## config.mk

```make
export PLATFORM = sky130hd
export DESIGN_NAME = regfile_dump_engine
export DESIGN_NICKNAME = d
export VERILOG_FILES = /design/src/rtl/regfile_dump_engine.sv
export SDC_FILE = /design/constraint.sdc
export NUM_CORES = 1
export LEC_CHECK = 0
export CORE_MARGIN = 2
export CORE_UTILIZATION = 26
export DETAILED_ROUTE_END_ITERATION = 12
export HOLD_SLACK_MARGIN = 0.12
export SYNTH_ARGS = -nofsm -noshare
export SYNTH_HDL_FRONTEND = slang
export SYNTH_SLANG_ARGS = --single-unit
```

## constraint.sdc

```tcl
create_clock -name clk -period 1.79 [get_ports clk]
set_input_delay 0.358 -clock clk [delete_from_list [all_inputs] [get_ports clk]]
set_output_delay 0.358 -clock clk [all_outputs]
set_load 0.1 [all_outputs]
```

## src/rtl/regfile_dump_engine.sv

```systemverilog
// Debug reader that walks the architectural register file through a dedicated
// read port and streams (index, data) beats out on a valid/ready interface.
module regfile_dump_engine #(
  parameter int NUM_REGS = 32,
  parameter int ADDR_W   = 5,
  parameter int DATA_W   = 32
) (
  input  logic              clk,
  input  logic              reset,
  input  logic              start,
  input  logic              abort,
  output logic              busy,
  output logic              done,
  output logic [ADDR_W-1:0] rd_addr,
  input  logic [DATA_W-1:0] rd_data,
  output logic              out_valid,
  input  logic              out_ready,
  output logic [ADDR_W-1:0] out_index,
  output logic [DATA_W-1:0] out_data,
  output logic              out_last
);

  typedef enum logic [1:0] {
    S_IDLE,
    S_READ,
    S_SEND,
    S_DONE
  } state_e;

  localparam logic [ADDR_W-1:0] LAST_IDX = ADDR_W'(NUM_REGS - 1);

  state_e              state_q, state_d;
  logic [ADDR_W-1:0]   idx_q, idx_d;
  logic                abort_pend_q, abort_pend_d;
  logic                out_valid_q, out_valid_d;
  logic [ADDR_W-1:0]   out_index_q, out_index_d;
  logic [DATA_W-1:0]   out_data_q, out_data_d;
  logic                out_last_q, out_last_d;

  // NOTE: every signal written here gets a default first, otherwise any path
  // that skips an assignment infers a latch.
  always_comb begin
    state_d      = state_q;
    idx_d        = idx_q;
    abort_pend_d = abort_pend_q;
    out_valid_d  = out_valid_q;
    out_index_d  = out_index_q;
    out_data_d   = out_data_q;
    out_last_d   = out_last_q;

    unique case (state_q)
      S_IDLE: begin
        if (start) begin
          idx_d   = '0;
          state_d = S_READ;
        end
      end
      S_READ: begin
        if (abort || abort_pend_q) begin
          state_d = S_DONE;
        end else begin
          // x0 is hardwired to zero whatever the read port returns.
          out_data_d  = (idx_q == '0) ? '0 : rd_data;
          out_index_d = idx_q;
          out_last_d  = (idx_q == LAST_IDX);
          out_valid_d = 1'b1;
          state_d     = S_SEND;
        end
      end
      S_SEND: begin
        if (out_ready) begin
          out_valid_d = 1'b0;
          if (abort_pend_q || abort || out_last_q) begin
            state_d = S_DONE;
          end else begin
            idx_d   = idx_q + ADDR_W'(1);
            state_d = S_READ;
          end
        end else if (abort) begin
          // The pending beat must still be delivered; remember the abort.
          abort_pend_d = 1'b1;
        end
      end
      S_DONE: begin
        abort_pend_d = 1'b0;
        state_d      = S_IDLE;
      end
      default: state_d = S_IDLE;
    endcase
  end

  // NOTE: state registers use non-blocking assignments so every flop samples
  // the pre-edge values computed above, independent of statement order.
  always_ff @(posedge clk or posedge reset) begin
    if (reset) begin
      state_q      <= S_IDLE;
      idx_q        <= '0;
      abort_pend_q <= 1'b0;
      out_valid_q  <= 1'b0;
      out_index_q  <= '0;
      out_data_q   <= '0;
      out_last_q   <= 1'b0;
    end else begin
      state_q      <= state_d;
      idx_q        <= idx_d;
      abort_pend_q <= abort_pend_d;
      out_valid_q  <= out_valid_d;
      out_index_q  <= out_index_d;
      out_data_q   <= out_data_d;
      out_last_q   <= out_last_d;
    end
  end

  assign busy      = (state_q == S_READ) || (state_q == S_SEND);
  assign done      = (state_q == S_DONE);
  assign rd_addr   = (state_q == S_READ) ? idx_q : '0;
  assign out_valid = out_valid_q;
  assign out_index = out_index_q;
  assign out_data  = out_data_q;
  assign out_last  = out_last_q;

endmodule

```

==> Implementation_results.wiki <==
{| class="wikitable"
! Metric !! Value
|-
| Tightest hold margin || 423.0 ps
|-
| Routed vias/inst || 4.714
|-
| Clock network fraction of design power || 0.121
|-
| Final Hold Fails || 0
|-
| Number of maximum-capacitance constraint violations || 0
|-
| Initial antenna violation count || 0
|-
| # IOs || 83
|-
| Total die area || 8956 um2
|-
| Rel. slew slack || 0.7567
|-
| Logic gate share of total power || 0.648
|-
| Cells after Synth || 171
|-
| Required time of the critical path || 1430 ps
|-
| Total net switching power || 3.600 mW
|-
| Clock sink total || 47
|-
| Area fraction in compound gates after synthesis || 0.2144
|-
| Top cells by instance count after synthesis || 47 x sky130_fd_sc_hd__dfrtp_1, 33 x sky130_fd_sc_hd__a22o_1, 9 x sky130_fd_sc_hd__ha_1, 9 x sky130_fd_sc_hd__inv_1
|-
| Global-route wire length before repair || 9.294 mm
|-
| Most frequent cell after synthesis || sky130_fd_sc_hd__dfrtp_1
|-
| Net count after synthesis || 217
|-
| TritonCTS clock tree || built
|-
| Adder-cell share of the synthesized area || 0.05272
|-
| Effective utilization at floorplan || 0.2639
|-
| Post-DP HPWL || 4.332 mm
|-
| Final design instance area without fill || 3865 um2
|-
| Xor/xnor share of the synthesized area || 0
|-
| Area growth from synthesis to layout || 80.96%
|-
| Number of clock buffers inserted by TritonCTS || 5
|-
| Y dimension of the die || 94.64 um
|-
| Post-synth top flop || sky130_fd_sc_hd__dfrtp_1
|-
| Via count of the first global-routing pass || 1842
|-
| Synth area leaders || sky130_fd_sc_hd__dfrtp_1 55%, sky130_fd_sc_hd__a22o_1 14%, sky130_fd_sc_hd__ha_1 5.3%
|-
| Root cell of the clock tree || sky130_fd_sc_hd__clkbuf_8
|-
| Total routed wirelength || 5.664 mm
|-
| Area leader, netlist || sky130_fd_sc_hd__dfrtp_1
|-
| Worst-path clk slew || 90 ps
|-
| Startpoint type of the worst setup path || register
|-
| Transition time of the tightest slew-check pin || 360.3 ps
|-
| CP endpoint kind || output pin
|-
| Clock latency on the worst-skew pair || 290 ps
|-
| Register area || 1177 um2
|-
| Cell leakage power || 1.724 nW
|-
| Time the final worst path needs with I/O delays and setup || 1715 ps
|-
| Detailed-route DRC error count || 0
|-
| Final setup skew || 7.806 ps
|-
| Synthesis warning total || 0
|-
| Number of violations reported at the end of detailed-routing iteration 0 || 50
|-
| Floorplan row count || 33
|-
| Arrival @ worst endpoint || 1360 ps
|-
| Status || complete, no violations
|-
| Beginning of the critical path || state_q[1]$_DFFE_PP0P_
|-
| Area of the mapped netlist || 2136 um2
|-
| Core Area || 8093 um2
|-
| RR Startpoint || state_q[1]$_DFFE_PP0P_
|-
| Unrepaired setup endpoints after global routing || no
|-
| Wire length per cell after detailed routing || 15.02 um
|-
| Residual antenna-violating net count after detailed routing || 0
|-
| Critical path type || reg2out
|-
| Overall Global Routing Usage || 0.1327
|-
| Maximum number of pins on one net before global-route repair || 48
|-
| Layout cell share with drive strength beyond 1 || 0.3566
|-
| Routability cong. || 0.8224
|-
| Post-synthesis share of cell area spent on and, or, nand and nor gates || 0.09725
|-
| Post-route fraction of the period consumed by the critical path || 0.9581
|-
| Number of synthesized register bits || 47
|-
| PwrDens || 1916 nW/um2
|-
| Dominant combinational cell family by area after synthesis || compound AO/OA/AOI/OAI gates
|-
| Count of filler cells inserted in the layout || 740
|-
| Multi-input gate area in the final layout || 890.9 um2
|-
| Design internal power || 3.804 mW
|-
| Distinct cell type count after synthesis || 31
|-
| Overall power || 7.404 mW
|-
| Share of the synthesized area in the top cell type || 0.5507
|-
| Multiplexer share of the synthesized area || 0.02812
|-
| Proportion of synthesized flip-flops having asynchronous set or reset || 1.000
|-
| Mapped Avg Cell Area || 12.49 um2
|-
| Final max-slew violation count || 0
|-
| Worst Hold Class || in2async
|-
| Max rail drop VDD || 1492 uV
|-
| Antenna fix cells || 0
|-
| Peak fanout along the critical path || 6
|-
| Clock Path Buffers || 2
|-
| Number of nets in the layout || 317
|-
| Port Buf Inserts || 82
|-
| Setup violation total in the final timing report || 0
|-
| Die span in x || 94.64 um
|-
| Achievable frequency || 583.1 MHz
|-
| Reg power frac || 0.230
|-
| Part of the Yosys area used for sequential elements || 0.5507
|-
| Level count of the clock H-tree || 2
|-
| Number of enable flip-flop cells after synthesis || 0
|-
| Global route total overflow || 0
|-
| Cell area after placement || 3671 um2
|-
| Number of detailed-route iterations in the first pass || 5
|-
| Post-cts hold buffer count || 0
|-
| Via Count || 1777
|-
| Sw Ratio || 0.4862
|}
state kept, by name, indices dropped and copies added, names as in the netlist:
register / cells
out_valid: 1
out_last: 1
out_data: 32
idx_q: 5
abort_pend_q: 1
state_q: 2
out_index: 5
critical path, cell delays in order, from the launching register on:
cell                      delay [ps]
sky130_fd_sc_hd__dfrtp_1         400
sky130_fd_sc_hd__inv_2            90
sky130_fd_sc_hd__ha_4            140
sky130_fd_sc_hd__buf_6           120
sky130_fd_sc_hd__and2_4          150
sky130_fd_sc_hd__buf_12          160
path summary, 6_finish.rpt:
check | slack, ps | depth (start not counted) | endpoint
setup / recovery | 80 | 5 | rd_addr[4]
hold / removal | 420 | 3 | out_data[23]$_DFFE_PP0P_
setup reg to reg | 90 | 5 | out_data[9]$_DFFE_PP0P_
hold reg to reg | 550 | 2 | out_index[0]$_DFFE_PP0P_
max in group asynchronous | 1130 | 3 | out_last$_DFFE_PP0P_
min in group clk | 550 | 2 | out_index[0]$_DFFE_PP0P_
layer usage:
layer	share of wire	up-vias	global-route usage
li1	-	835	-
met1	0.42	881	0.1679
met2	0.51	59	0.2264
met5	0	-	0
met4	0.0034	0	0.02657
met3	0.060	2	0.03831
power groups by stage:
stage                     registers, mW  clock network [mW]  logic, mW
after floorplan                    3.23                   0       1.29
after global placement             1.71                   0       4.64
after detailed placement           1.72                   0       4.68
after CTS                          1.70               0.928       4.76
after global routing               1.75               0.971       5.02
final                              1.71               0.897       4.80
metrics by stage:
stage / setup TNS [ps] / std cells / util / setup WS (ps)
final: 0 / 377 / 0.4776 / 75.01
after global routing: 0 / 377 / 0.4776 / 9.634
after CTS: 0 / 378 / 0.4733 / 6.287
after detailed placement: -7970 / 368 / 0.4536 / -254.3
after global placement: -7182 / 368 / 0.4536 / -225.0
after floorplan: 0 / 171 / - / 1.320
kinds of logic after synthesis:
family / Yosys count
and+or+nand+nor: 33
DFF: 47
AOI/OAI and AO/OA: 57
muxes: 4
buffers and inverters: 21
adders and majority gates: 9
repair_timing:
action | CTS | global route
pin swaps | 0 | 2
setup buffers | 2 | 0
gates resized for setup | 7 | 10
setup endpoints to repair | 40 | 16
final cells by class:
class	instances	area share
Tap cell	105	0.03399
Timing Repair Buffer	105	0.3878
Inverter	9	0.008741
Sequential cell	47	0.3046
Clock inverter	2	0.01554
Multi-Input combinational cell	103	0.2305
Clock buffer	6	0.01878
cell usage in the layout (no fill, tap or decap), drive strengths merged, types with 2 or more instances in the layout:
cell,n
dfrtp,47
a22o,33
nand3,5
o21ai,5
and2,5
or3,2
buf,69
clkdlybuf4s50,36
mux2,4
bufinv,2
o211ai,6
nand4,2
ha,9
nand2b,3
nor2,4
nand2,4
nor2b,2
o31ai,6
clkbuf,6
inv,9
a31oi,3
(Power assumes the default switching activity.)
